`src/rtl/pattern_gen.sv`:
```
// pattern_gen: test-pattern source for a DVI pipeline with a debounced mode button
// and frame-synchronous mode/box updates.
module pattern_gen #(
    parameter int H_ACTIVE        = 1280,
    parameter int V_ACTIVE        = 720,
    parameter int DEBOUNCE_CYCLES = 1000000,
    parameter int BOX             = 64,
    parameter int STEP            = 4
) (
    input  logic        clk,
    input  logic        rst,
    input  logic [10:0] column_addr,
    input  logic [9:0]  row_addr,
    input  logic        mode_btn,
    output logic [7:0]  red,
    output logic [7:0]  green,
    output logic [7:0]  blue,
    output logic        frame_start,
    output logic [1:0]  mode
);
    localparam int CW = $clog2(DEBOUNCE_CYCLES + 1);
    localparam logic [CW-1:0] LAST = CW'(DEBOUNCE_CYCLES - 1);

    logic          sync1, sync2, level, pending, prev_nz, dx, dy;
    logic [CW-1:0] deb_cnt;
    logic [7:0]    frame_cnt;
    logic [10:0]   box_x;
    logic [9:0]    box_y;
    logic          at_zero, flip, rise, visible, in_box;
    logic [11:0]   col12, row12, bx12, by12;
    logic [23:0]   pix;

    always_comb begin
        col12   = {1'b0, column_addr};
        row12   = {2'b0, row_addr};
        bx12    = {1'b0, box_x};
        by12    = {2'b0, box_y};
        at_zero = column_addr == 11'd0 && row_addr == 10'd0;
        flip    = sync2 != level && deb_cnt == LAST;
        rise    = flip && sync2;
        visible = col12 < 12'(H_ACTIVE) && row12 < 12'(V_ACTIVE);
        in_box  = col12 >= bx12 && col12 < bx12 + 12'(BOX) &&
                  row12 >= by12 && row12 < by12 + 12'(BOX);
        // Bar colour bits fall straight out of the bar index: r=~i[1], g=~i[2], b=~i[0].
        pix = mode == 2'd0 ? {{8{~column_addr[9]}}, {8{~column_addr[10]}}, {8{~column_addr[8]}}} :
              mode == 2'd1 ? {24{column_addr[5] ^ row_addr[5]}} :
              mode == 2'd2 ? {column_addr[7:0], row_addr[7:0], frame_cnt} :
              in_box       ? 24'hFFFFFF : 24'h000040;
    end

    always_ff @(posedge clk) begin
        if (rst) begin
            sync1       <= 1'b0;
            sync2       <= 1'b0;
            level       <= 1'b0;
            deb_cnt     <= '0;
            pending     <= 1'b0;
            prev_nz     <= 1'b0;
            frame_start <= 1'b0;
            frame_cnt   <= 8'd0;
            mode        <= 2'd0;
            box_x       <= 11'd0;
            box_y       <= 10'd0;
            dx          <= 1'b1;
            dy          <= 1'b1;
            {red, green, blue} <= 24'd0;
        end else begin
            sync1       <= mode_btn;
            sync2       <= sync1;
            level       <= flip ? sync2 : level;
            deb_cnt     <= (sync2 != level && !flip) ? deb_cnt + CW'(1) : '0;
            prev_nz     <= !at_zero;
            frame_start <= at_zero && prev_nz;
            {red, green, blue} <= visible ? pix : 24'd0;
            // An edge coinciding with frame_start survives into the next frame.
            pending     <= rise || (pending && !frame_start);
            if (frame_start) begin
                frame_cnt <= frame_cnt + 8'd1;
                mode      <= pending ? mode + 2'd1 : mode;
                if (dx) begin
                    dx    <= !(bx12 + 12'(BOX + STEP) > 12'(H_ACTIVE));
                    box_x <= (bx12 + 12'(BOX + STEP) > 12'(H_ACTIVE)) ? box_x - 11'(STEP) : box_x + 11'(STEP);
                end else begin
                    dx    <= bx12 < 12'(STEP);
                    box_x <= (bx12 < 12'(STEP)) ? box_x + 11'(STEP) : box_x - 11'(STEP);
                end
                if (dy) begin
                    dy    <= !(by12 + 12'(BOX + STEP) > 12'(V_ACTIVE));
                    box_y <= (by12 + 12'(BOX + STEP) > 12'(V_ACTIVE)) ? box_y - 10'(STEP) : box_y + 10'(STEP);
                end else begin
                    dy    <= by12 < 12'(STEP);
                    box_y <= (by12 < 12'(STEP)) ? box_y + 10'(STEP) : box_y - 10'(STEP);
                end
            end
        end
    end
endmodule
```
`config.mk`:
```
export PLATFORM = sky130hd
export DESIGN_NAME = pattern_gen
export DESIGN_NICKNAME = d
export VERILOG_FILES = /design/src/rtl/pattern_gen.sv
export SDC_FILE = /design/constraint.sdc
export NUM_CORES = 1
export LEC_CHECK = 0
export CORE_UTILIZATION = 50
export CTS_BUF_LIST = sky130_fd_sc_hd__clkbuf_16
export DETAILED_ROUTE_END_ITERATION = 8
export PLACE_DENSITY = 0.82
export SLEW_MARGIN = 20
export SYNTH_ARGS = -nofsm -noshare
export SYNTH_HDL_FRONTEND = slang
export SYNTH_SLANG_ARGS = --single-unit
```
`constraint.sdc`:
```
create_clock -name clk -period 3.2 [get_ports clk]
set_input_delay 0.8 -clock clk [delete_from_list [all_inputs] [get_ports clk]]
set_output_delay 0.8 -clock clk [all_outputs]
set_load 0.02 [all_outputs]
```
; ---- Yosys cells after proc, flatten, opt, wreduce, memory -nomap -nowiden
; Index checks and enable logic that the tools add are counted.
[totals]
ff_bits = 83
[op_classes]
add_sub_neg = 11
order_cmp = 10
eq_ne = 4
mux = 12
bitwise = 6
n_reduce_logical = 22
[ops]
columns = cell, n
row1 = 2-to-1 mux 24 bit, 4
row2 = 2-to-1 mux 11 bit, 3
row3 = 2-to-1 mux 10 bit, 3
row4 = "adder 11 x 7 -> 12 bit, second input constant", 2
row5 = "adder 10 x 7 -> 11 bit, second input constant", 2
row6 = "adder 20 x 1 -> 20 bit, second input constant", 1
row7 = "== test 20 bit, second input constant", 1
row8 = "> comparator 12 x 11 -> 1 bit, second input constant", 1
row9 = less-than comparator 11 x 12 -> 1 bit, 1
row10 = "adder 11 x 3 -> 11 bit, second input constant", 1
row11 = greater-or-equal comparator 11 bit, 1
row12 = "> comparator 11 x 10 -> 1 bit, second input constant", 1
row13 = logical NOT 11 bit, 1
row14 = less-than comparator 10 x 11 -> 1 bit, 1
row15 = "less-than comparator 11 bit, second input constant", 1
row16 = "less-than comparator 11 x 3 -> 1 bit, second input constant", 1
row17 = "subtractor 11 x 3 -> 11 bit, second input constant", 1
row18 = "adder 10 x 3 -> 10 bit, second input constant", 1
row19 = greater-or-equal comparator 10 bit, 1
row20 = logical AND 1 bit, 10
row21 = logical NOT 10 bit, 1
row22 = "less-than comparator 10 bit, second input constant", 1
row23 = "less-than comparator 10 x 3 -> 1 bit, second input constant", 1
row24 = "subtractor 10 x 3 -> 10 bit, second input constant", 1
row25 = other kinds (13), 23

; ---- Logic depth before layout (Yosys ltp)
[depth]
depth_word = 9
ltp_mapped = 12

; ---- Worst setup path after synthesis
; No wires, ideal clock.
[synth_timing]
path_kind = input -> register
start = in column_addr[3]
end = reg green[6]
setup_time_ns = 0.064
arrival_ns = 2.648
required_time_ns = 3.136
setup_slack_ns = 0.488
path_stages = 10
n_path_buf = 1
cell_sequence = ha_1 nor2b_1 o21a_1 o21ai_1 a21oi_1 o311ai_0 nand4_1 or3b_2 buf_2 nand3_1
[synth_via]
elab_chain_cells = 8
[synth_lines]
columns = element, line_no
row1 = "start, declared", 12  ; input logic [10:0] column_addr,
row2 = less-than comparator 11 x 12 -> 1 bit / greater-or-equal comparator 11 bit (equally long branches), 42  ; in_box = col12 >= bx12 && col12 < bx12 + 12'(BOX) &&
row3 = logical AND 1 bit (2 in series), 42
row4 = logical AND 1 bit, 43  ; row12 >= by12 && row12 < by12 + 12'(BOX);
row5 = 2-to-1 mux 24 bit, 48  ; in_box ? 24'hFFFFFF : 24'h000040;
row6 = 2-to-1 mux 24 bit, 47  ; mode == 2'd2 ? {column_addr[7:0], row_addr[7:0], frame_cnt} :
row7 = 2-to-1 mux 24 bit, 46  ; mode == 2'd1 ? {24{column_addr[5] ^ row_addr[5]}} :
row8 = 2-to-1 mux 24 bit, 45  ; pix = mode == 2'd0 ? {{8{~column_addr[9]}}, {8{~column_addr[10]}}, {8{~column_addr[8]}}} :
row9 = "end signal, assigned", 74  ; {red, green, blue} <= visible ? pix : 24'd0;
row10 = "end, declared", 16  ; output logic [7:0] green,
; Several ways; a longest one is shown, not always the timed one.
; A chain may end at the register's enable or synchronous reset.

; ---- Worst setup path in the final report
[layout_timing]
start = in column_addr[3]
end = reg blue[2]
[layout_via]
elab_chain_cells = 8
[layout_lines]
columns = element, line_no
row1 = less-than comparator 11 x 12 -> 1 bit / greater-or-equal comparator 11 bit (equally long branches), 42
row2 = logical AND 1 bit (2 in series), 42
row3 = logical AND 1 bit, 43
row4 = 2-to-1 mux 24 bit, 48
row5 = 2-to-1 mux 24 bit, 47
row6 = 2-to-1 mux 24 bit, 46
row7 = 2-to-1 mux 24 bit, 45
row8 = "end signal, assigned", 74
row9 = "end, declared", 17  ; output logic [7:0] blue,
; Several ways; a longest one is shown, not always the timed one.

==> impl_metrics.toml <==
[run_status]
outcome = "finished clean"

[setup_path]
cp.depth = 10
crit_fanout = 7
critPathMaxStageDelay_ps = 540
end_kind = "register"
crit_path_start_kind = "primary input"
cp_cell_sequence = "clkdlybuf4s50_1, ha_1, nor2b_1, o21a_1, o21ai_1, a21oi_1, o311ai_0, nand4_1, or3_1, nand2_1"
reg2reg_slack_ps = 420
critPathSlowestCell = "or3_1"
critPathBufInv = 1
crit_arrival_ps = 3290
cp.required_ps = 3480
worstSetupPathType = "in2reg"
cp_top_family = "simple AND/OR/NAND/NOR gates"
reg2regPathDepth = 10

[hold_path]
hp-class = "reg2reg"
whs_path_depth = 1

[synthesis]
seq_area_frac_synth_pct = 33.1
yosys.area_share.simple_pct = 23.9
synth_edf_count = 0
synth_mux_area_share_pct = 2.83
async_flop_share_pct = 0
synth_top_family_by_area = "simple AND/OR/NAND/NOR gates"
avgSynthCellArea_um2 = 8.36
synthDistinctLibCells = 67
yosysWarnings = 0
ys_seq_elements = 79
synth_area_um2 = 4770
synthAdderAreaFrac_pct = 11.3
synth-xor-area-share_pct = 9.88
synth_compound_area_share_pct = 12.9
synthCells = 571
syn_nets = 638
synth_ff_type = "dfxtp_1"

[sta]
hold_viol = 0
min_period_ps = 3010
slew_viol_final = 0
worst_slew_pin_slew_ps = 932
rsz0062_at_grt = "no"
skew_ps = 8.09
maxSlewHeadroom_pct = 37.2
fmax_ghz = 0.332
finalSetupViolations = 0
min_period_over_period_pct = 94.2

[detailed_routing]
routed-wl-met2_um = 5670
totalWireLength_um = 11600
viasPerCell = 5.66
wl_met3_um = 539
wl_met1_um = 4910
ant_nets = 0
dr_total_vias = 4254
routedWlPerCell_um = 15.4
top_layer = "met4"
dr.pass1.iters = 5
drtIter0Drc = 218
drcViolationCount = 0

[clock_tree]
cts_sinks = 79
worstSkewPairLatency_ps = 340
cts_buffer_depth = 2
h-tree-depth = 3
cts-root-buf = "clkbuf_16"
hold_buffers = 0
clk_pin_slew_ps = 60
cts_tree = "built"
cts_inserted_buffers = 9

[finish]
fin_area_um2 = 5670
nets = 685
multi_input_area_um2 = 2910
final_layout_size_suffix_gt1_share_pct = 7.06
n_fill_cell = 769
num_antenna_cells = 0
fin_util_pct = 61.3
areaGrowthSynthToFinish_pct = 18.7
area.sequential_um2 = 1580

[job]
drv_cap = 0

[grt]
grt_pass1_wl_um = 19100
grt_usage_pct = 24.1
grt_overflow = 0
antenna_found_initial = 0
first_global_vias = 4184
grt_max_degree = 44

[placed_design]
dpl-instance-area_um2 = 5370
dp_hpwl_um = 8370
io_buffers = 50
gp_congestion = 0.923

[floorplan]
die_w_um = 99.7
start_util_pct = 51.7
num_rows = 35
die_y_um = 99.7
coreArea_um2 = 9240
die_area_um2 = 9940
pin_count = 51

[power_and_ir_drop]
power_w = 0.00221
powerDensity_nw_per_um2 = 391
p_leak_nw = 2.21
vdd_drop_max_mv = 0.213
-- registers in the layout, summed over array words and instances (netlist names), 2 cells and up --
name / count
blue: 8
box_x: 9
box_y: 8
deb_cnt: 20
frame_cnt: 8
green: 8
mode: 2
red: 8
-- area by class of cell --
class / instances / share of cell area [%]
multi-input cells: 432 / 51.3
flip-flops and latches: 79 / 27.9
clock inverters: 7 / 1.24
well taps: 129 / 2.85
inverters: 33 / 2.19
clock buffers: 9 / 3.98
repair buffers: 63 / 10.6
-- cell families (layout without fill, tap and decap cells) --
family                   Yosys count  count (layout)
flip-flops                        79              79
XOR/XNOR                          53              53
AND/OR/NAND/NOR                  233             233
buffers and inverters             60             112
adder cells (fa/ha/maj)           43              43
multiplexers                      13              13
AO/OA/AOI/OAI                     90              90
-- path summary, 6_finish.rpt --
check	startpoint	endpoint
setup / recovery	column_addr[3]	blue[2]
hold / removal	sync1	sync2
setup reg to reg	box_x[3]	blue[2]
hold reg to reg	sync1	sync2
-- cell usage in the layout, fill, tap and decap left out, types with 2 or more instances in the layout --
| master | instances |
|---|---|
| nor2_1 | 68 |
| clkinv_1 | 2 |
| nand4_1 | 19 |
| a41oi_1 | 2 |
| nand3b_1 | 2 |
| xor2_1 | 17 |
| nor2b_1 | 7 |
| inv_6 | 2 |
| nand2b_1 | 3 |
| ha_1 | 43 |
| and2_1 | 2 |
| nand3_1 | 34 |
| inv_1 | 33 |
| clkbuf_16 | 9 |
| a211oi_1 | 6 |
| clkdlybuf4s50_1 | 50 |
| o21ai_1 | 2 |
| mux2i_1 | 12 |
| a21oi_1 | 31 |
| buf_4 | 13 |
| clkinvlp_4 | 2 |
| a21o_1 | 7 |
| o21a_1 | 4 |
| nor3_1 | 12 |
| dfxtp_1 | 79 |
| xnor2_1 | 35 |
| o21ai_0 | 15 |
| or3_1 | 7 |
| nand2_1 | 54 |
| a31oi_1 | 2 |
| a41oi_2 | 2 |
| and3_1 | 5 |
| nor4_1 | 7 |
-- report_power, final --
part / leakage (nW) / internal (W) / switching, W
sequential: 0.641 / 0.00100 / 0.00000647
clock: 0.138 / 0.000604 / 0.000416
combinational: 1.43 / 0.0000889 / 0.0000970
total: 2.21 / 0.00169 / 0.000519
-- Yosys cell counts, drive strengths merged, types with 4 or more instances --
library cell,n,area share (%)
a21oi,32,3.4
o21ai,17,1.8
a211oi,7,1.2
a41oi,4,1.0
clkbuf,15,1.8
o21a,4,0.63
inv,33,2.6
buf,12,1.7
nor4,7,0.92
nand3,35,3.8
xor2,17,3.1
ha,43,11
and3,6,0.81
a21o,7,1.1
mux2i,12,2.5
or3,8,1.2
xnor2,36,6.8
nor2b,7,0.92
dfxtp,79,33
nor2,68,5.3
nand4,19,2.5
nor3,13,1.6
nand2,54,4.2
-- what timing repair did --
action                                  4_1_cts  5_1_grt
gates resized for setup                       0        1
endpoints found under the setup margin        0        6
setup buffers                                 0        0
-- metal layers --
metal	global-route usage (%)	vias up
met5	0	-
met4	11.5	0
met3	5.34	34
met2	41.9	132
met1	28.0	2007
li1	-	2081
-- stage by stage --
step | std cells | setup slack [ps] | TNS (ps) | hold WS, ps
3_5_place_dp | 736 | -174 | -2230 | 433
5_1_grt | 752 | 71.3 | 0 | 479
2_1_floorplan | 571 | 488 | 0 | 414
6_report | 752 | 186 | 0 | 445
4_1_cts | 752 | 129 | 0 | 447
3_3_place_gp | 736 | -79.7 | -721 | 424
Note: power is estimated with default switching activity, not from simulation.
